<file path="src/rtl/jt6295_rom_arb.sv">
// Five-way ROM read arbiter with a one-entry hit cache per requester; misses take 3 cycles minimum.
// Backpressure: a requester simply holds req_cs until req_ok; the ROM side waits on rom_ok with no timeout.
module jt6295_rom_arb #(
  parameter int AW = 18
) (
  input  logic            clk,
  input  logic            rst_n,
  input  logic [4:0]      req_cs,
  input  logic [5*AW-1:0] req_addr,
  output logic [4:0]      req_ok,
  output logic [39:0]     req_data,
  output logic [AW-1:0]   rom_addr,
  output logic            rom_cs,
  input  logic [7:0]      rom_data,
  input  logic            rom_ok,
  output logic [2:0]      grant
);

  typedef enum logic [1:0] {IDLE, SETTLE, WAIT} state_t;

  state_t        st;
  logic [AW-1:0] tag [5];
  logic [7:0]    data [5];
  logic [4:0]    valid;
  logic [2:0]    rr;
  logic [4:0]    pending;
  logic          pick_vld;
  logic [2:0]    pick;
  logic [AW-1:0] pick_addr;

  always_comb begin
    req_ok   = '0;
    req_data = '0;
    for (int i = 0; i < 5; i++) begin
      req_ok[i]          = req_cs[i] & valid[i] & (tag[i] == req_addr[i*AW +: AW]);
      req_data[i*8 +: 8] = data[i];
    end
  end

  assign pending = req_cs & ~req_ok;

  // Control always wins; channels rotate starting just after the last granted channel.
  always_comb begin
    logic [2:0] cand;
    pick_vld = 1'b0;
    pick     = 3'd0;
    cand     = 3'd0;
    if (pending[0]) begin
      pick_vld = 1'b1;
    end else begin
      for (int k = 1; k <= 4; k++) begin
        cand = 3'(((rr - 3'd1 + 3'(k)) & 3'd3) + 3'd1);
        if (!pick_vld && pending[cand]) begin
          pick_vld = 1'b1;
          pick     = cand;
        end
      end
    end
  end

  assign pick_addr = req_addr[pick*AW +: AW];

  // rom_addr doubles as the latched fetch address, so the tag is written from it.
  always_ff @(posedge clk or negedge rst_n) begin
    if (!rst_n) begin
      st       <= IDLE;
      rom_cs   <= 1'b0;
      rom_addr <= '0;
      grant    <= 3'd7;
      rr       <= 3'd4;
      valid    <= '0;
      for (int i = 0; i < 5; i++) begin
        tag[i]  <= '0;
        data[i] <= '0;
      end
    end else begin
      case (st)
        IDLE: begin
          if (pick_vld) begin
            rom_addr <= pick_addr;
            rom_cs   <= 1'b1;
            grant    <= pick;
            if (pick != 3'd0) rr <= pick;
            st       <= SETTLE;
          end else begin
            rom_cs <= 1'b0;
            grant  <= 3'd7;
          end
        end
        SETTLE: st <= WAIT;
        WAIT: begin
          if (rom_ok) begin
            data[grant]  <= rom_data;
            tag[grant]   <= rom_addr;
            valid[grant] <= 1'b1;
            rom_cs       <= 1'b0;
            grant        <= 3'd7;
            st           <= IDLE;
          end
        end
        default: st <= IDLE;
      endcase
    end
  end

endmodule

</file>
<file path="config.mk">
export PLATFORM = sky130hd
export DESIGN_NAME = jt6295_rom_arb
export DESIGN_NICKNAME = d
export VERILOG_FILES = /design/src/rtl/jt6295_rom_arb.sv
export SDC_FILE = /design/constraint.sdc
export NUM_CORES = 1
export LEC_CHECK = 0
export CAP_MARGIN = 20
export CORE_ASPECT_RATIO = 0.75
export CORE_MARGIN = 4
export CORE_UTILIZATION = 30
export CTS_CLUSTER_SIZE = 24
export DETAILED_ROUTE_END_ITERATION = 8
export PLACE_DENSITY = 0.48
export SETUP_SLACK_MARGIN = 0.2
export SYNTH_ARGS = -nofsm -noshare
export SYNTH_HDL_FRONTEND = slang
export SYNTH_SLANG_ARGS = --single-unit
</file>
<file path="constraint.sdc">
create_clock -name clk -period 4.9 [get_ports clk]
set_input_delay 0.98 -clock clk [delete_from_list [all_inputs] [get_ports clk]]
set_output_delay 0.98 -clock clk [all_outputs]
set_load 0.005 [all_outputs]
</file>
==> summary.md <==
### Synthesis
• **share of synthesized flip-flops with an asynchronous set or reset** 1.00
• **gate count of the mapped netlist** 685
• **most used standard cell by instance count after synthesis** dfrtp_1
• **proportion of netlist area held by the largest area contributor** 0.470
• **commonest register cell after synthesis** dfrtp_1
• **Synth Cell Area** 8410 um2
• **count of unique library cells instantiated by Yosys** 52
• **top cells by area in the synthesized netlist** dfrtp_1 (47%), mux2_2 (18%), xor2_1 (8.1%)
• **post-synthesis cell type with the largest combined area** dfrtp_1
• **number of flops mapped to enable cells by yosys** 0
• **share of synthesized area occupied by flip-flops and latches** 0.480
• **count of yosys warnings during synthesis** 0
• **Net Count, Synth** 795
• **Commonest cells post-synth** dfrtp_1 (158), mux2_2 (131), xor2_1 (78), mux2i_1 (54), nand2_1 (39)
• **mean cell area of the mapped netlist** 12.3 um2
• **register bit total from synthesis** 161

### Pwr
• **largest vdd supply drop** 333 uV
• **internal cell power** 4810 uW
• **total leakage power** 0.00505 uW
• **Clock power frac** 0.172
• **sw power** 2970 uW
• **power per cell area** 666 nW/um2
• **Sequential Power Share** 0.330
• **Switching Share** 0.382
• **share of power burned in combinational logic** 0.498

### Global routing
• **global router's overall resource usage** 0.194
• **largest net degree at the start of global routing** 83
• **number of global-route vias before repair** 6983
• **global-route wire length before repair** 45.4 mm
• **grt total ovfl** 0
• **initial antenna violation count** 0

### Timing
• **transition at the pin with the smallest max-transition slack** 0.882 ns
• **maximum achievable frequency** 220 MHz
• **setup violation total in the final timing report** 0
• **Max-slew headroom** 0.410
• **final worst-path setup slack** 0.361 ns
• **Period Utilization, post-route** 0.926
• **maximum clock skew at final layout** 0.00865 ns
• **Min Clock Period, post-route** 4.54 ns
• **unrepaired setup endpoints after global routing** no
• **count of pins over their slew limit** 0
• **number of endpoints with negative hold slack in the final report** 0

### Layout
• **total number of nets in the final design** 1031
• **proportion of layout cells with a drive suffix above 1** 0.272
• **fraction of the core area covered by cells at the end of the flow** 0.429
• **area grow syn2layout** 39.1%

### Critical path
• **Worst Path Required** 5.22 ns
• **worst setup path class** primary input to flop
• **ordered cell list for the critical path** clkdlybuf4s50_1 > xor2_1 > nor4_1 > nand4_1 > buf_4 > o2111ai_1 > a32o_1 > a21boi_1 > o22ai_4 > buf_12 > buf_4 > mux2i_1 > mux2i_1 > a221o_1
• **critical path arrival** 4.86 ns
• **critical-path cell with the highest stage delay** clkdlybuf4s50_1
• **startpoint type of the worst setup path** primary input
• **biggest cell delay along the critical path** 0.53 ns
• **Crit Path Max Fanout** 8
• **endpoint type of the worst setup path** flop
• **worst reg-to-reg setup slack** 0.81 ns

### Clocking
• **Clock Sink Count** 161
• **Bufs on Longest Clock Path** 2
• **count of buffers added by post-CTS timing repair for setup** 0
• **clock root buffer master** clkbuf_16
• **number of H-tree levels** 4
• **post-CTS clock slew at the launch and capture registers of the worst setup and hold paths** 0.07 ns
• **count of cells resized by post-cts repair** 0
• **clock tree from TritonCTS** built
• **hold_buf cts** 0
• **Skew-Pair Late Insertion Delay** 0.43 ns
• **clock buffers created by TritonCTS** 17

### Die
• **die footprint** 30800 um2
• **num ports** 173
• **area of the core region** 27300 um2
• **Die X** 201 um
• **Initial Utilization** 0.308
• **overall die height** 153 um
• **Placement Rows** 52

### Detailed routing
• **number of antenna-violating nets in the routed design** 0
• **via-per-instance ratio** 5.07
• **number of design-rule violations left by the first detailed-router iteration** 383
• **detail-routed net length per standard cell** 23.4 um
• **Detailed Routing Iterations Pass 1** 5
• **via count** 6523
• **remaining design rule violation count** 0
• **wire length reported by the detailed router** 30.1 mm

### Place
• **count of input and output buffers** 172
• **worst setup slack before clock tree synthesis** -0.124 ns
• **HPWL after detailed placement** 23.5 mm
• **routability-driven placement congestion ratio** 0.821

### Outcome
• **status** complete, no violations

### Worst hold path
• **type of the worst min-delay path** flop to flop

### Job
• **number of max-cap violations** 0

-- stage by stage --
step	instance area [um2]	setup TNS [ns]	total power (uW)	instances	hold slack, ns
finish	11700	0	7790	1286	0.474
global route	11700	0	8240	1285	0.500
CTS	11700	0	7830	1285	0.470
detailed placement	11100	-0.427	6460	1253	0.452
global placement	11100	-0.237	6390	1252	0.451
floorplan	8410	0	4490	685	0.435
-- path summary, 6_finish.rpt --
kind                                           start                       end  depth (start not counted)
worst min register to register  valid[3]$_DFFE_PN0P_      valid[3]$_DFFE_PN0P_                          1
worst min-delay path            valid[3]$_DFFE_PN0P_      valid[3]$_DFFE_PN0P_                          1
worst max-delay path                    req_addr[84]  rom_addr[17]$_DFFE_PN0P_                         14
min in group asynchronous                      rst_n       tag[67]$_DFFE_PN0P_                          1
worst max register to register     rr[0]$_DFFE_PN0P_  rom_addr[17]$_DFFE_PN0P_                         15
max in group asynchronous                      rst_n  req_data[17]$_DFFE_PN0P_                          2
-- layout by cell type, fill, tap and decap left out, types with 3 or more instances in the layout --
cell type,Yosys,layout
clkdlybuf4s50_1,0,171
dfrtp_1,158,158
mux2_2,131,131
xor2_1,78,78
buf_4,1,67
mux2i_1,54,54
nand2_1,39,38
nor2_1,22,22
nor4_1,23,21
a221o_1,18,18
clkbuf_16,0,17
a2111oi_0,18,16
xnor2_1,12,12
nand3_1,10,10
inv_1,9,9
nand4_1,8,8
buf_12,0,8
o21ai_0,7,7
inv_6,0,7
a21oi_1,6,6
or3_1,4,4
nand2b_1,4,4
ha_1,4,4
nand3b_1,3,3
nor3_1,3,3
o211ai_1,3,3
dfstp_2,3,3
-- per-layer routing --
| metal | vias to the layer above | share of wire | track usage |
|---|---|---|---|
| met5 | - | 0 | 0 |
| met4 | 0 | 0.0091 | 0.0381 |
| met3 | 20 | 0.064 | 0.0462 |
| met2 | 226 | 0.41 | 0.273 |
| met1 | 3264 | 0.52 | 0.304 |
| li1 | 3013 | - | - |
-- registers in the layout, summed over array words and instances (netlist names) --
register and cells:
tag 90, st 2, req_data 40, grant 3
rom_addr 18, rom_cs 1, rr 2, valid 5
-- power by group through the flow --
stage | Combinational (uW) | Clock, uW | Sequential [uW]
6_report | 3880 | 1340 | 2570
5_1_grt | 4160 | 1420 | 2660
4_1_cts | 3900 | 1370 | 2560
3_5_place_dp | 3870 | 0 | 2580
3_3_place_gp | 3840 | 0 | 2550
2_1_floorplan | 2140 | 0 | 2360
-- area by class of cell --
type / count / area [um2]
multi-input combinational: 485 / 4220
tap: 351 / 439
fill: 2534 / 15600
antenna: 1 / 2.50
inverter: 9 / 33.8
timing repair buffer: 247 / 2390
clock buffer: 18 / 429
clock inverter: 14 / 148
sequential: 161 / 4030
-- worst max-delay path, delay by kind of cell --
| family | cells | cell delay (ns) |
|---|---|---|
| xor+xnor | 1 | 0.22 |
| mux | 2 | 0.56 |
| buf+inv | 4 | 1.10 |
| simple gates | 2 | 0.72 |
| compound gates | 5 | 1.25 |
-- cells by family after synthesis --
group / share of synthesized area
and+or+nand+nor: 0.0805
adders and majority gates: 0.00595
DFF: 0.480
AOI/OAI and AO/OA: 0.0783
buffers and inverters: 0.0220
xor gates and xnor gates: 0.0938
muxes: 0.240
Note: power is estimated with default switching activity, not from simulation.
